--- config.mk ---
export PLATFORM = sky130hd
export DESIGN_NAME = uart_rx_unit
export DESIGN_NICKNAME = d
export VERILOG_FILES = /design/src/rtl/uart_rx_unit.sv
export SDC_FILE = /design/constraint.sdc
export NUM_CORES = 1
export LEC_CHECK = 0
export BUFFER_PORTS_ARGS = -buffer_cell sky130_fd_sc_hd__buf_2
export CAP_MARGIN = 20
export CORE_MARGIN = 2
export CORE_UTILIZATION = 57
export DETAILED_ROUTE_END_ITERATION = 8
export HOLD_SLACK_MARGIN = 0.12
export PLACE_DENSITY = 0.75
export SYNTH_ARGS = -nofsm -noshare
export SYNTH_HDL_FRONTEND = slang
export SYNTH_SLANG_ARGS = --single-unit
--- constraint.sdc ---
create_clock -name clk -period 1.9 [get_ports clk]
set_input_delay 0.19 -clock clk [delete_from_list [all_inputs] [get_ports clk]]
set_output_delay 0.19 -clock clk [all_outputs]
set_load 0.02 [all_outputs]
--- src/rtl/uart_rx_unit.sv ---
// uart_rx_unit: 8N1 UART receiver with a single-entry holding register
// and sticky framing/overrun status for the SoC UART peripheral.
module uart_rx_unit #(
    parameter int CLK_FREQ = 50000000,
    parameter int BAUD     = 115200
) (
    input  logic       clk,
    input  logic       rst,
    input  logic       Rx_i,
    input  logic       Rx_Clr_i,
    output logic [7:0] Rx_Data_o,
    output logic       Rx_Valid_o,
    output logic       Frame_Err_o,
    output logic       Overrun_o,
    output logic       Busy_o
);
    localparam int BIT_TICKS  = CLK_FREQ / BAUD;
    localparam int HALF_TICKS = BIT_TICKS / 2;
    localparam int CW         = $clog2(BIT_TICKS);
    localparam logic [CW-1:0] BIT_LAST  = CW'(BIT_TICKS - 1);
    localparam logic [CW-1:0] HALF_LAST = CW'(HALF_TICKS - 1);

    typedef enum logic [1:0] {
        S_IDLE,
        S_START,
        S_DATA,
        S_STOP
    } state_t;

    state_t        r_state;
    state_t        w_next;
    logic          r_sync1;
    logic          r_sync2;
    logic          r_prev;
    logic [CW-1:0] r_cnt;
    logic [2:0]    r_idx;
    logic [7:0]    r_shift;
    logic          w_fall;
    logic          w_tick;
    logic          w_start_ok;
    logic          w_bit_smp;
    logic          w_stop_good;
    logic          w_stop_bad;

    // Edge-only start detection: a held-low line never retriggers.
    assign w_fall = r_prev & ~r_sync2;

    always_ff @(posedge clk or negedge rst) begin
        if (!rst) begin
            r_sync1 <= 1'b1;
            r_sync2 <= 1'b1;
            r_prev  <= 1'b1;
        end else begin
            r_sync1 <= Rx_i;
            r_sync2 <= r_sync1;
            r_prev  <= r_sync2;
        end
    end

    always_ff @(posedge clk or negedge rst) begin
        if (!rst) r_state <= S_IDLE;
        else      r_state <= w_next;
    end

    always_comb begin
        w_next = r_state;
        unique case (r_state)
            S_IDLE: begin
                if (w_fall) w_next = S_START;
            end
            S_START: begin
                if (r_cnt == HALF_LAST)
                    w_next = r_sync2 ? S_IDLE : S_DATA;
            end
            S_DATA: begin
                if (r_cnt == BIT_LAST && r_idx == 3'd7)
                    w_next = S_STOP;
            end
            S_STOP: begin
                if (r_cnt == BIT_LAST) w_next = S_IDLE;
            end
            default: w_next = S_IDLE;
        endcase
    end

    always_comb begin
        Busy_o      = (r_state != S_IDLE);
        w_tick      = 1'b0;
        w_start_ok  = 1'b0;
        w_bit_smp   = 1'b0;
        w_stop_good = 1'b0;
        w_stop_bad  = 1'b0;
        unique case (r_state)
            S_START: begin
                w_tick     = (r_cnt == HALF_LAST);
                w_start_ok = w_tick & ~r_sync2;
            end
            S_DATA: begin
                w_tick    = (r_cnt == BIT_LAST);
                w_bit_smp = w_tick;
            end
            S_STOP: begin
                w_tick      = (r_cnt == BIT_LAST);
                w_stop_good = w_tick & r_sync2;
                w_stop_bad  = w_tick & ~r_sync2;
            end
            default: ;
        endcase
    end

    always_ff @(posedge clk or negedge rst) begin
        if (!rst) begin
            r_cnt   <= '0;
            r_idx   <= '0;
            r_shift <= '0;
        end else begin
            if (r_state == S_IDLE || w_tick) r_cnt <= '0;
            else                             r_cnt <= r_cnt + CW'(1);
            if (w_start_ok)     r_idx <= '0;
            else if (w_bit_smp) r_idx <= r_idx + 3'd1;
            if (w_bit_smp) r_shift <= {r_sync2, r_shift[7:1]};
        end
    end

    // A stop-sample update beats a same-cycle clear for the flag it sets.
    always_ff @(posedge clk or negedge rst) begin
        if (!rst) begin
            Rx_Data_o   <= 8'h00;
            Rx_Valid_o  <= 1'b0;
            Frame_Err_o <= 1'b0;
            Overrun_o   <= 1'b0;
        end else begin
            if (w_stop_good) begin
                Rx_Data_o  <= r_shift;
                Rx_Valid_o <= 1'b1;
            end else if (Rx_Clr_i) begin
                Rx_Valid_o <= 1'b0;
            end
            if (w_stop_bad)    Frame_Err_o <= 1'b1;
            else if (Rx_Clr_i) Frame_Err_o <= 1'b0;
            if (w_stop_good && Rx_Valid_o && !Rx_Clr_i)
                Overrun_o <= 1'b1;
            else if (Rx_Clr_i)
                Overrun_o <= 1'b0;
        end
    end
endmodule

==> results of run 1 <==
==> worst max-delay path, stage by stage, from the launching register on <==
cell	delay (ns)
dfrtp_1	0.40
inv_1	0.08
ha_1	0.13
and4bb_2	0.27
and4b_4	0.37
mux2_2	0.36
==> registers in the layout, summed over array words and instances (netlist names), 3 cells and up, named ones only <==
| name | flops |
|---|---|
| r_shift | 8 |
| r_idx | 3 |
| Rx_Data_o | 8 |
| r_cnt | 9 |
==> cell usage in the layout, fill, tap and decap left out, types with 2 or more instances in the layout <==
cell            n
and3_1          2
buf_2          15
clkbuf_4        5
clkbuf_8        2
dfrtp_1        33
dfstp_2         3
dlygate4sd3_1   3
ha_1            5
inv_1           5
mux2_2         16
mux2i_1         2
nand3_1         6
nor2_1         15
nor2b_1         3
o21ai_0         2
xnor2_1         4
xor2_1          4
==> kinds of logic after synthesis <==
group | after synthesis
simple gates | 38
fa+ha+maj | 5
xor+xnor | 8
mux | 18
compound gates | 9
flops | 36
buf+inv | 8
==> power by group <==
part | switching (mW) | internal [mW]
logic | 0.102 | 0.0975
clock network | 0.234 | 0.218
registers | 0.0759 | 0.825
==> layer usage <==
| metal | wire length [µm] | part of all wire (%) | GRT usage (%) | vias to the layer above |
|---|---|---|---|---|
| li1 | - | - | - | 465 |
| met1 | 1150 | 48 | 22.9 | 479 |
| met2 | 1120 | 46 | 27.2 | 24 |
| met3 | 115 | 4.8 | 6.91 | 4 |
| met4 | 34 | 1.4 | 8.16 | 0 |
| met5 | 0 | 0 | 0 | - |
==> worst min-delay path by stage <==
stage | from | slack [ns] | cells after the start | end
after floorplan | rst | -0.11 | 0 | Frame_Err_o
after global placement | rst | 0.29 | 1 | r_cnt[7]
after detailed placement | Rx_i | 0.30 | 1 | r_sync1
after CTS | r_sync1 | 0.37 | 0 | r_sync2
after global routing | r_sync1 | 0.37 | 0 | r_sync2
final | r_sync1 | 0.36 | 0 | r_sync2
==> through the flow <==
stage                     hold WS (ns)  area [µm²]  util (%)  power (mW)
after floorplan                 -0.106        1570         -        1.04
after global placement           0.294        1660      61.9        1.10
after detailed placement         0.300        1660      61.9        1.11
after CTS                        0.368        1760      65.5        1.58
after global routing             0.370        1760      65.5        1.64
final                            0.364        1760      65.5        1.55
==> area by class of cell <==
cell class / instances / area [µm²]
clock buffers: 8 / 68.8
fillers: 193 / 926
inverters: 5 / 18.8
multi-input cells: 78 / 624
flip-flops and latches: 36 / 905
well taps: 31 / 38.8
repair buffers: 18 / 105
==> what timing repair did <==
action,CTS,global route
hold buffers,3,0
gates resized for setup,0,0
hold endpoints to repair,37,0
==> impl_results.md, run 1 <==
* Rows at 19
* Clk slew on worst S/H paths at 0.09 ns
* Synth Area in XOR/XNOR at 4.47%
* Leading area contributor after synthesis: dfrtp_1
* DR iter-0 viols at 24
* Post-synth top area share at 52.6%
* Ys Warns at 0
* Initial antenna violation count at 0
* Most frequent cells after synthesis: dfrtp_1 (33), mux2_2 (16), nor2_1 (15), nand3_1 (6)
* Starting Density at 58.4%
* R2R Setup Slk at 0.18 ns
* Most frequent cell after synthesis: dfrtp_1
* Adder-Cell Fraction of Synth Area at 3.99%
* CP Max Fanout at 11
* DRT Pass-1 Iters at 4
* Placed cells at 165
* Period minus WS final at 1.72 ns
* Largest family of logic cells by synthesized area: simple AND/OR/NAND/NOR gates
* Die Y at 56.5 µm
* Synth async-reset ratio at 100%
* First-pass GRT wire length at 4330 µm
* TritonCTS Buffers at 5
* Final Hold Fails at 0
* CP Data Required Time at 2.12 ns
* Hpwl dp at 1680 µm
* Post-synthesis compound-gate area fraction at 4.23%
* Root Buffer: clkbuf_4
* Mux share of post-synthesis cell area at 12.8%
* Setup TNS Final at 0 ns
* Die area at 3190 µm²
* Slew Limit Fails at 0
* Crit end category: flip-flop
* Final #Nets at 153
* Post-Syn Area per Cell at 12.9 µm²
* Setup CP Type: flip-flop to flip-flop
* Setup bufs post-CTS at 0
* Ys flop type: dfrtp_1
* Register area share after synthesis at 57.7%
* Layout cells sized above 1 at 33.1%
* Drt wl/cell at 13.8 µm
* Fmax at 580 MHz
* Number of diodes at 0
* Layout area overhead at 12.2%
* Total track usage at 18.0%
* Placeable core region at 2690 µm²
* Critical Path Sink: r_shift[5]
* DRC viols at 0
* Simple-gate share of the synthesized area at 14.4%
* Synth area leaders: dfrtp_1 (53%), mux2_2 (11%), dfstp_2 (5.0%)
* Setup repair after global routing missed its margin: false
* Num Clock Sinks at 36
* Worst slew margin at 48.9%
* # setup viols final at 0
* Synth Instances at 122
* Final setup margin at 0.177 ns
* DR vias at 972
* Number of flops mapped to enable cells by yosys at 0
* VDD IR-drop max at 0.000642 V
* Antenna-violating nets left at 0
* CTS tree: built
* Post-route clock period utilization at 90.7%
* Number of distinct library cells after synthesis at 34
* Via density at 5.52
* Max cap viols at 0
* Vias in the first global route at 943
* Critical Path Source: r_cnt[1]
* Reg2reg end: r_shift[5]
* I/O pin count at 16
* Reg2reg start: r_cnt[1]
* Yosys reg bits at 36
* GRT overflow at 0
* Leakage at 0.883 nW
* Fin cells at 176
* Later-pin clock latency in the skew report at 0.34 ns
* Worst slack at placement at 0.186 ns
* Synthesized area at 1570 µm²
* Setup crit start kind: flip-flop
* Hold crit path type: flip-flop to flip-flop
* Clock Skews at 0.0143 ns
* Syn Nets at 131
* Gpl congestion at 0.757
* Arrival time at the worst endpoint at 1.94 ns
* PwrDens at 881 nW/µm²
* Port bufs at 15
* Largest net degree at the start of global routing at 37
* Clk buf depth at 2
* Die width at 56.5 µm
* Total Wirelength at 2420 µm
* H-tree levels at 2
* Reg2reg path depth at 5
* Slew @ Worst Pin at 0.766 ns
* Status: finished, final reports clean
Note: power is estimated with default switching activity, not from simulation.
==> run 2: changes to the inputs <==
--- a/config.mk
+++ b/config.mk
@@ -8,10 +8,10 @@
 export BUFFER_PORTS_ARGS = -buffer_cell sky130_fd_sc_hd__buf_2
 export CAP_MARGIN = 20
 export CORE_MARGIN = 2
-export CORE_UTILIZATION = 57
+export CORE_UTILIZATION = 41
 export DETAILED_ROUTE_END_ITERATION = 8
 export HOLD_SLACK_MARGIN = 0.12
-export PLACE_DENSITY = 0.75
+export PLACE_DENSITY = 0.57
 export SYNTH_ARGS = -nofsm -noshare
 export SYNTH_HDL_FRONTEND = slang
 export SYNTH_SLANG_ARGS = --single-unit
==> run 2 against run 1 <==
Against the previous run:
- fmax fell by 0.30%
- cell area is 3.2% higher
- clock-buffer cell count down 2
- clock power increased by 26%
- critical path type unchanged
- critical endpoint is now r_shift[0]
- highest routed layer unchanged
==> impl_results.md, run 2 (same netlist as run 1, synthesis figures left out) <==
* Status: finished, final reports clean
* Worst hold slack at 0.357 ns (-0.00766 ns)
* Max reg flops at 9 (unchanged)
* CP Max Fanout at 11 (unchanged)
* Stages on the worst setup path at 5 (unchanged)
* Post-route clock period utilization at 90.9% (+0.27 points)
* Placeable core region at 3660 µm² (+36%)
* Worst slew margin at 49.7% (+0.78 points)
* Initial antenna violation count at 0 (unchanged)
* Largest Register: r_cnt
* Min-Delay Path Depth at 0 (unchanged)
* H-tree levels at 2 (unchanged)
* Post-CTS Resized at 0 (unchanged)
* # setup viols final at 0 (unchanged)
* Total Wirelength at 2470 µm (+2.0%)
* First-pass GRT wire length at 4370 µm (+0.95%)
* Via density at 5.01 (-9.3%)
* CP Data Required Time at 2.08 ns (-0.04 ns)
* Antenna-violating nets left at 0 (unchanged)
* Dpl cell area at 1690 µm² (+1.7%)
* Total track usage at 13.8% (-4.2 points)
* Final Power at 1.68 mW (+8.3%)
* Biggest regs: r_cnt (9), Rx_Data_o (8), r_shift (8)
* Clk buf depth at 2 (unchanged)
* Hpwl dp at 1740 µm (+4.0%)
* Hold crit path type: flip-flop to flip-flop
* I/O pin count at 16 (unchanged)
* Final core occ at 49.6% (-16 points)
* Delay-heaviest family, CP: simple AND/OR/NAND/NOR gates
* Filler instances at 325 (+68%)
* Setup repair after global routing missed its margin: false
* Setup crit start kind: flip-flop
* Slowest stage cell, crit path: dfrtp_1
* GRT overflow at 0 (unchanged)
* DRC viols at 0 (unchanged)
* Setup TNS Final at 0 ns (unchanged)
* Num Clock Sinks at 36 (unchanged)
* Post-route cell area at 1820 µm² (+3.2%)
* Drt wl/cell at 12.7 µm (-7.5%)
* DR iter-0 viols at 47 (+96%)
* Clk slew on worst S/H paths at 0.07 ns (-0.02 ns)
* Gpl congestion at 0.698 (-7.8%)
* Die width at 65.9 µm (+17%)
* CTS tree: built
* Cells along the critical path: inv_1, ha_1, and4bb_2, and4b_4, mux2_2
* VDD IR-drop max at 0.000397 V (-38%)
* Reg2reg path depth at 5 (unchanged)
* Largest net degree at the start of global routing at 37 (unchanged)
* DRT Pass-1 Iters at 4 (unchanged)
* Number of diodes at 0 (unchanged)
* Rows at 22 (+3)
* Fmax at 579 MHz (-0.30%)
* Die area at 4340 µm² (+36%)
* Max cap viols at 0 (unchanged)
* Arrival time at the worst endpoint at 1.91 ns (-0.03 ns)
* Slew @ Worst Pin at 0.754 ns (-0.0118 ns)
* DR vias at 972 (unchanged)
* PwrDens at 925 nW/µm² (+5.0%)
* Clock Skews at 0.00888 ns (-0.00541 ns)
* Root Buffer: clkbuf_8
* Vias in the first global route at 970 (+2.9%)
* Commonest non-fill, non-tap cells in the layout: dfrtp_1 (33), mux2_2 (16), nor2_1 (15), buf_2 (15)
* Period minus WS final at 1.73 ns (+0.00512 ns)
* Final Hold Fails at 0 (unchanged)
* Most common cell after layout, fill and taps aside: dfrtp_1
* Layout cells sized above 1 at 34.2% (+1.1 points)
* Later-pin clock latency in the skew report at 0.29 ns (-0.05 ns)
* Final #Nets at 154 (+0.65%)
* Port bufs at 15 (unchanged)
* WP buf/inv at 1 (unchanged)
* Largest stage delay on the critical path at 0.39 ns (about the same)
* Leakage at 0.901 nW (+2.0%)
* Setup CP Type: flip-flop to flip-flop
* Slew Limit Fails at 0 (unchanged)
* Layout area overhead at 15.8%
* Starting Density at 42.9% (-16 points)
* Crit end category: flip-flop
* TritonCTS Buffers at 5 (unchanged)
* Die Y at 65.9 µm (+17%)
[run 2: cell count changes in the layout (fill, tap and decap cells not counted)]
cell	delta
clkbuf_4	-5
clkbuf_8	+4
inv_6	+1
clkbuf_1	-1
clkinv_2	+1
buf_4	+1
[run 2: stage by stage]
step | std cells | setup slack [ns]
finish | 194 | 0.172
global route | 194 | 0.0800
CTS | 194 | 0.167
detailed placement | 183 | 0.175
global placement | 183 | 0.208
floorplan | 122 | 0.259
[run 2: path summary, 6_finish.rpt]
kind | start | to | slack (ns)
worst max register to register | r_cnt[1] | r_shift[0] | 0.17
max in group asynchronous | rst | r_shift[6] | 0.92
min in group asynchronous | rst | r_idx[1] | 0.51
worst max-delay path | r_cnt[1] | r_shift[0] | 0.17
worst min register to register | r_sync1 | r_sync2 | 0.36
worst min-delay path | r_sync1 | r_sync2 | 0.36
[run 2: timing repair]
item,4_1_cts,5_1_grt
endpoints found under the hold margin,35,0
hold buffers,3,0
buffers inserted,0,0
setup endpoints to repair,0,0
[run 2: power breakdown]
part / internal (mW) / switching, mW
combinational: 0.108 / 0.111
clock: 0.296 / 0.275
sequential: 0.825 / 0.0658
[run 2: area by class of cell]
class	count	area, µm²	share of cell area [%]
Sequential cell	36	905	49.8
Clock inverter	2	13.8	0.758
Inverter	5	18.8	1.03
Clock buffer	6	82.6	4.55
Multi-Input combinational cell	78	624	34.4
Tap cell	48	60.1	3.31
Timing Repair Buffer	19	113	6.20
[run 2: routing by layer]
layer	part of all wire (%)	global-route usage [%]	wire, µm
met1	47	16.4	1170
met2	45	21.5	1100
met3	5.5	5.28	137
met4	2.5	7.81	61
met5	0	0	0
